<file path="src/rtl/sh2_rf_wb_sched.sv">
// SH-2 register-file write-back scheduler: merges LD/EX0/EX1 onto RF ports A/B and tracks in-flight loads.
// Optional debug write port enabled by defining SH2_WB_DBG_EN.
module sh2_rf_wb_sched #(
  parameter int LD_DEPTH = 2
) (
  input  logic        CLK,
  input  logic        RST_N,
  input  logic        CE,
  input  logic        LD_ISSUE,
  input  logic [4:0]  LD_ISSUE_RN,
  output logic        LD_ISSUE_RDY,
  input  logic        LD_V,
  input  logic [4:0]  LD_RN,
  input  logic [31:0] LD_D,
  input  logic        EX0_V,
  input  logic [4:0]  EX0_RN,
  input  logic [31:0] EX0_D,
  input  logic        EX1_V,
  input  logic [4:0]  EX1_RN,
  input  logic [31:0] EX1_D,
  output logic        EX_RDY,
  input  logic [4:0]  RS_A,
  input  logic [4:0]  RS_B,
  output logic        HAZ,
  output logic [4:0]  WA_ADDR,
  output logic [31:0] WA_D,
  output logic        WAE,
  output logic [4:0]  WB_ADDR,
  output logic [31:0] WB_D,
  output logic        WBE,
`ifdef SH2_WB_DBG_EN
  input  logic        DBG_WE,
  input  logic [4:0]  DBG_RN,
  input  logic [31:0] DBG_D,
  output logic        DBG_RDY,
`endif
  output logic        SEQ_ERR
);

  localparam int CW = $clog2(LD_DEPTH + 1);
  localparam logic [CW-1:0] DEPTH_C = CW'(LD_DEPTH);

  // Outstanding-load FIFO kept as a shift queue; entry 0 is always the oldest load
  logic [4:0]    r_q     [LD_DEPTH];
  logic [4:0]    w_q_nxt [LD_DEPTH];
  logic [CW-1:0] r_cnt;
  logic [CW-1:0] w_ins;
  logic [CW-1:0] w_cnt_nxt;
  logic          w_pop;
  logic          w_head_pop;
  logic          w_push;
  logic          w_seq_bad;
  logic          w_haz;
  logic          r_seq_err;

  logic          w_a_v;
  logic [4:0]    w_a_addr;
  logic [31:0]   w_a_d;
  logic          w_b_v;
  logic [4:0]    w_b_addr;
  logic [31:0]   w_b_d;
  logic          w_ex_rdy;

  logic          r_wae;
  logic [4:0]    r_wa_addr;
  logic [31:0]   r_wa_d;
  logic          r_wbe;
  logic [4:0]    r_wb_addr;
  logic [31:0]   r_wb_d;

  assign LD_ISSUE_RDY = (r_cnt < DEPTH_C);
  assign w_pop        = CE & LD_V;
  assign w_head_pop   = w_pop & (r_cnt != '0);
  assign w_push       = CE & LD_ISSUE & LD_ISSUE_RDY;
  assign w_seq_bad    = w_pop & ((r_cnt == '0) | (LD_RN != r_q[0]));
  assign w_ins        = r_cnt - CW'(w_head_pop);
  assign w_cnt_nxt    = w_ins + CW'(w_push);

  always_comb begin
    for (int i = 0; i < LD_DEPTH; i++) w_q_nxt[i] = r_q[i];
    if (w_head_pop) begin
      for (int i = 1; i < LD_DEPTH; i++) w_q_nxt[i-1] = r_q[i];
    end
    if (w_push) begin
      for (int i = 0; i < LD_DEPTH; i++) begin
        if (CW'(i) == w_ins) w_q_nxt[i] = LD_ISSUE_RN;
      end
    end
  end

  // The head being retired this cycle no longer blocks decode; a load issued now is not yet busy
  always_comb begin
    w_haz = 1'b0;
    for (int i = 0; i < LD_DEPTH; i++) begin
      if ((CW'(i) < r_cnt) && !((i == 0) && w_head_pop) &&
          ((r_q[i] == RS_A) || (r_q[i] == RS_B)))
        w_haz = 1'b1;
    end
  end

  assign HAZ = w_haz;

  assign w_ex_rdy = !(LD_V && EX0_V && EX1_V);
  assign EX_RDY   = w_ex_rdy;

`ifdef SH2_WB_DBG_EN
  assign DBG_RDY = !LD_V && !EX0_V && !EX1_V;
`endif

  // Oldest source lands on port A; the younger one on port B wins an address clash in the RF
  always_comb begin
    w_a_v    = 1'b0;
    w_a_addr = '0;
    w_a_d    = '0;
    w_b_v    = 1'b0;
    w_b_addr = '0;
    w_b_d    = '0;
    if (LD_V) begin
      w_a_v    = 1'b1;
      w_a_addr = LD_RN;
      w_a_d    = LD_D;
      if (w_ex_rdy) begin
        if (EX0_V) begin
          w_b_v    = 1'b1;
          w_b_addr = EX0_RN;
          w_b_d    = EX0_D;
        end else if (EX1_V) begin
          w_b_v    = 1'b1;
          w_b_addr = EX1_RN;
          w_b_d    = EX1_D;
        end
      end
    end else if (EX0_V) begin
      w_a_v    = 1'b1;
      w_a_addr = EX0_RN;
      w_a_d    = EX0_D;
      if (EX1_V) begin
        w_b_v    = 1'b1;
        w_b_addr = EX1_RN;
        w_b_d    = EX1_D;
      end
    end else if (EX1_V) begin
      w_a_v    = 1'b1;
      w_a_addr = EX1_RN;
      w_a_d    = EX1_D;
    end
`ifdef SH2_WB_DBG_EN
    else if (DBG_WE) begin
      w_a_v    = 1'b1;
      w_a_addr = DBG_RN;
      w_a_d    = DBG_D;
    end
`endif
  end

  always_ff @(posedge CLK or negedge RST_N) begin
    if (!RST_N) begin
      r_cnt     <= '0;
      for (int i = 0; i < LD_DEPTH; i++) r_q[i] <= '0;
      r_seq_err <= 1'b0;
      r_wae     <= 1'b0;
      r_wa_addr <= '0;
      r_wa_d    <= '0;
      r_wbe     <= 1'b0;
      r_wb_addr <= '0;
      r_wb_d    <= '0;
    end else if (CE) begin
      r_cnt <= w_cnt_nxt;
      for (int i = 0; i < LD_DEPTH; i++) r_q[i] <= w_q_nxt[i];
      if (w_seq_bad) r_seq_err <= 1'b1;
      r_wae <= w_a_v;
      if (w_a_v) begin
        r_wa_addr <= w_a_addr;
        r_wa_d    <= w_a_d;
      end
      r_wbe <= w_b_v;
      if (w_b_v) begin
        r_wb_addr <= w_b_addr;
        r_wb_d    <= w_b_d;
      end
    end
  end

  assign WAE     = r_wae;
  assign WA_ADDR = r_wa_addr;
  assign WA_D    = r_wa_d;
  assign WBE     = r_wbe;
  assign WB_ADDR = r_wb_addr;
  assign WB_D    = r_wb_d;
  assign SEQ_ERR = r_seq_err;

endmodule

</file>
<file path="config.mk">
export PLATFORM = sky130hd
export DESIGN_NAME = sh2_rf_wb_sched
export DESIGN_NICKNAME = d
export VERILOG_FILES = /design/src/rtl/sh2_rf_wb_sched.sv
export SDC_FILE = /design/constraint.sdc
export NUM_CORES = 1
export LEC_CHECK = 0
export ABC_AREA = 1
export BUFFER_PORTS_ARGS = -buffer_cell sky130_fd_sc_hd__buf_2
export CAP_MARGIN = 10
export CORE_MARGIN = 5
export CORE_UTILIZATION = 30
export CTS_CLUSTER_SIZE = 12
export DETAILED_ROUTE_END_ITERATION = 8
export PLACE_DENSITY_LB_ADDON = 0.3
export SYNTH_ARGS = -nofsm -noshare
export SYNTH_HDL_FRONTEND = slang
export SYNTH_SLANG_ARGS = --single-unit
</file>
<file path="constraint.sdc">
create_clock -name CLK -period 2.3 [get_ports CLK]
set_clock_uncertainty 0.1 [all_clocks]
set_input_delay 0.69 -clock CLK [delete_from_list [all_inputs] [get_ports CLK]]
set_output_delay 0.69 -clock CLK [all_outputs]
set_load 0.05 [all_outputs]
</file>
======== Yosys cells after proc, flatten, opt, wreduce, memory -nomap -nowiden ========
Index checks and enable logic that the tools add are counted.
cells by class
  $add $sub $neg .......................... 2
  order comparisons ....................... 3
  eq/ne operators ......................... 6
  muxes and demuxes ....................... 24
  bitwise gates (word level) .............. 6
  reductions and logical operators ........ 16
operators with widths
  kind                                                number
  two-way mux 32 bit                                  6
  two-way mux 5 bit                                   9
  == test 5 bit                                       4
  two-way mux 10 bit                                  1
  two-way mux 1 bit                                   8
  AND reduction 2 bit                                 3
  bitwise AND 1 bit                                   5
  logical AND 1 bit                                   5
  != test 5 bit                                       1
  zero test 2 bit                                     2
  < comparator 1 x 2 -> 1 bit (first input constant)  2
  AND reduction 3 bit                                 1
  adder 2 x 1 -> 2 bit                                1
  == test 1 x 2 -> 1 bit (first input constant)       1
  zero test 1 bit                                     2
  logical OR 1 bit                                    2
  < comparator 2 bit (second input constant)          1
  nonzero test 2 bit                                  1
  subtractor 2 x 1 -> 2 bit                           1
  bitwise OR 1 bit                                    1
word-level totals
  bits in registers ....................... 89
  bits of input ports ..................... 133
  output and inout port bits .............. 80
  word-level logic and storage cells ...... 67

======== Depth between registers and ports, before layout ========
  word-level depth ........................ 7
  mapped depth ............................ 10

======== Least setup slack after synthesis ========
OpenSTA, ideal clock, no wires.
  path kind ............................... in2out
  start point ............................. input port LD_V
  end point ............................... output port EX_RDY
  arrival time ............................ 1.681 ns
  required time ........................... 1.510 ns
  path slack .............................. -0.171 ns
  cell stages on the path ................. 3
  cell sequence ........................... clkbuf_1 -> clkbuf_1 -> nand3_1
between the ends
  cells in the longest elaborated chain, start to end .. 3
ends and longest elaborated chain
  what                            RTL line  RTL
  from (decl)                     12        input logic LD_V,
  logical AND 1 bit (2 in a row)  103       assign w_ex_rdy = !(LD_V && EX0_V && EX1_V);
  zero test 1 bit                 103
  to (decl)                       21        output logic EX_RDY,
Every way passes these cells.

======== Final worst setup path ========
  start point ............................. input port RS_B[3]
  end point ............................... output port HAZ
between the ends
  cells in the longest elaborated chain, start to end .. 5
  elaborated cells on any way between the ends .. 8
  those cells by class .................... 2 x eq/ne; 2 x mux; 4 x reduce/logical
ends and longest elaborated chain
  what                 RTL line  RTL
  from (decl)          23        input logic [4:0] RS_B,
  == test 5 bit        96        ((r_q[i] == RS_A) || (r_q[i] == RS_B)))
  logical OR 1 bit     96
  logical AND 1 bit    95        if ((CW'(i) < r_cnt) && !((i == 0) && w_head_pop) &&
  two-way mux 1 bit    95
  two-way mux 1 bit *  95
  to (decl)            24        output logic HAZ,
Every way passes the cells marked *; elsewhere a longest branch is shown, timed or not.

==> results.yml <==
synth:
  yosys_warnings: 0
  synth_top_family_by_area: "simple AND/OR/NAND/NOR gates"
  muxShareOfSynthArea_pct: 0
  synth_nets: 933
  syn_area_per_cell_um2: 6.52
  synthMostInstantiatedCell: "nand2_1"
  synth_area_leader_cell: "dfrtp_1"
  async_flop_share_pct: 100
  synthFlopType: "dfrtp_1"
  yosys.area_share.xor_xnor_pct: 1.01
  netlist_top_cells_count: "413 x nand2_1, 89 x dfrtp_1, 73 x o21ai_1, 68 x nor2_1, 45 x nand3_1"
  yosysTopAreaCellShare_pct: 42.8
  syn_area_um2: 5200
  seq_area_frac_synth_pct: 42.8
  ys_types: 22
  synth-compound-area-share_pct: 8.92
  yosys.area_share.adder_pct: 0.481
  synth_edf_count: 0
  ys_top_cells_by_area: "dfrtp_1 43%, nand2_1 30%, o21ai_1 7.0%, nor2_1 4.9%, nand3_1 4.3%"
  synthSimpleGateAreaFrac_pct: 39.5
  synth_seq_cells: 89
  syn_inst: 798
place:
  gp_congestion: 0.856
  port_buffers: 212
  dp_hpwl_um: 14300
  pre_cts_slack_ns: -0.111
pwr:
  ir_worst_vdd_v: 0.000346
  power.leakage_uw: 0.00411
  power_frac_seq_pct: 32.3
  power_uw: 6390
  clkPwrFrac_pct: 29.5
  powerDensity_nw_per_um2: 897
  power.switching_uw: 2550
  p_comb_share_pct: 38.1
  p_int_uw: 3830
  p_sw_share_pct: 40.0
route:
  routed_wl_um: 19400
  detail-route-antenna-nets: 0
  drt_iter0_markers: 306
  vias: 5783
  drtPass1Iterations: 5
  wl_per_cell_um: 15.6
  viasPerCell: 4.65
  drc: 0
clocking:
  ctsRootBufferMaster: "clkbuf_16"
  cts_tree: "done"
  htreeDepth: 3
  clock_latency_ns: 0.34
  cts.sinks: 89
  cts_inserted_buffers: 9
  cts_max_path_buffers: 2
  clkTransAtPathRegs_ns: 0.07
critical_path:
  crit_type: "primary input to primary output"
  worstSetupEndpointType: "primary output"
  crit_end: "HAZ"
  rr_worst_depth: 10
  r2r-end: "r_q[8]"
  start_kind: "primary input"
  cp.required_ns: 1.51
  reg2reg_from: "r_cnt[1]"
  cp_max_fo: 3
  cp_data_arrival_time_ns: 1.51
  crit_path_start: "RS_B[3]"
  r2r_setup_slack_ns: 0.40
timing:
  fmax_ghz: 0.435
  min_period_over_period_pct: 100
  hold_viol: 0
  final.setup.tns_ns: 0
  drv_slew: 0
  max_slew.worst_pin.slew_ns: 0.461
  worst_slack_ns: 0.00107
  setup_viol: 0
  slew_headroom_pct: 69.3
  rsz0062_at_grt: "yes"
  period_needed_ns: 2.30
floorplan:
  start_util_pct: 30.3
  die_y_um: 142
  dieArea_um2: 20100
  rows: 48
  core_area_um2: 17200
  fp.dieW_um: 142
  pin_count: 213
grt:
  antenna_found_initial: 1
  grt_overflow: 0
  grt_pass1_vias: 5574
  grt_max_degree: 44
  grt_pass1_wl_um: 30000
  grtUsageTotal_pct: 19.1
flow_run:
  drv_cap: 0
finish:
  final_nets: 1147
  drive_gt1_share_pct: 28.9
  synthToLayoutAreaGrowth_pct: 36.8
min_path:
  min_path_type: "primary input to async pin"
run_status:
  outcome: "complete, no violations"
-- cell families after synthesis --
family | count (synthesis)
adders and majority gates | 2
and+or+nand+nor | 530
AOI/OAI and AO/OA | 91
buffers and inverters | 80
DFF | 89
xor gates and xnor gates | 6
-- worst min-delay path by stage --
stage,end,slack (ns),startpoint
6_report,WB_D[7],0.14,RST_N
5_1_grt,WB_D[9],0.16,RST_N
4_1_cts,WB_D[7],0.14,RST_N
3_5_place_dp,SEQ_ERR,0.34,SEQ_ERR
3_3_place_gp,SEQ_ERR,0.35,SEQ_ERR
2_1_floorplan,SEQ_ERR,0.29,RST_N
-- critical path, cell delays in order --
cell	delay, ns
buf_2	0.11
inv_1	0.05
nand2_1	0.05
nand2_1	0.06
nor2_2	0.11
nand3_1	0.07
nand2_1	0.09
nand2_2	0.05
nand2_2	0.08
buf_8	0.14
-- layout by cell type, fill, tap and decap left out, types with 2 or more instances in the layout --
master | Yosys | layout
a21oi_1 | 5 | 5
o21ai_0 | 10 | 10
clkbuf_8 | 0 | 2
buf_4 | 12 | 29
nand2_1 | 413 | 406
nand3_2 | 1 | 2
bufinv_16 | 0 | 4
xnor2_1 | 4 | 3
buf_2 | 20 | 208
inv_1 | 31 | 25
nor3_1 | 2 | 2
nand3_1 | 45 | 43
nor2_1 | 68 | 63
nand2_2 | 1 | 8
xor2_1 | 2 | 2
nor2_2 | 0 | 4
o21ai_1 | 73 | 73
clkbuf_16 | 0 | 9
buf_6 | 1 | 2
buf_12 | 0 | 6
ha_1 | 2 | 2
dfrtp_1 | 89 | 88
inv_2 | 6 | 12
-- power by group through the flow --
stage / clock (µW) / combinational (µW) / sequential, µW
floorplan: 0 / 921 / 2710
global placement: 0 / 2270 / 2080
detailed placement: 0 / 2290 / 2080
CTS: 1930 / 2360 / 2060
global route: 1990 / 2650 / 2110
finish: 1890 / 2430 / 2070
-- registers in the layout, summed over array words and instances, names as in the netlist --
register,count
WAE,1
WB_D,32
WA_ADDR,5
WBE,1
r_cnt,2
SEQ_ERR,1
WA_D,32
WB_ADDR,5
r_q,10
-- timing repair --
action	4_1_cts	5_1_grt
pin swaps	12	10
hold buffers	0	0
endpoints found under the setup margin	1	1
gates resized for setup	12	15
setup buffers	3	4
-- layout make-up --
class / instances / area [µm²]
fillers: 1826 / 10100
multi-input cells: 629 / 2670
flip-flops and latches: 89 / 2230
repair buffers: 246 / 1420
well taps: 225 / 282
clock buffers: 11 / 253
inverters: 37 / 139
clock inverters: 5 / 125
diodes: 1 / 2.50
-- per-layer routing --
| layer | vias up | GRT usage, % | part of all wire, % |
|---|---|---|---|
| met5 | - | 0 | 0 |
| met4 | 0 | 6.82 | 2.1 |
| met3 | 27 | 3.67 | 6.0 |
| met2 | 177 | 31.4 | 48 |
| met1 | 2671 | 25.1 | 44 |
| li1 | 2908 | - | - |
-- through the flow --
stage / std cells / hold WS, ns / util (%) / cell area, µm²
3_3_place_gp: 1219 / 0.347 / 38.5 / 6620
4_1_cts: 1238 / 0.138 / 41.0 / 7040
6_report: 1243 / 0.144 / 41.4 / 7120
2_1_floorplan: 798 / 0.294 / - / 5220
3_5_place_dp: 1219 / 0.344 / 38.5 / 6620
5_1_grt: 1243 / 0.155 / 41.4 / 7120
No activity file was read; power rests on OpenSTA's default activity.
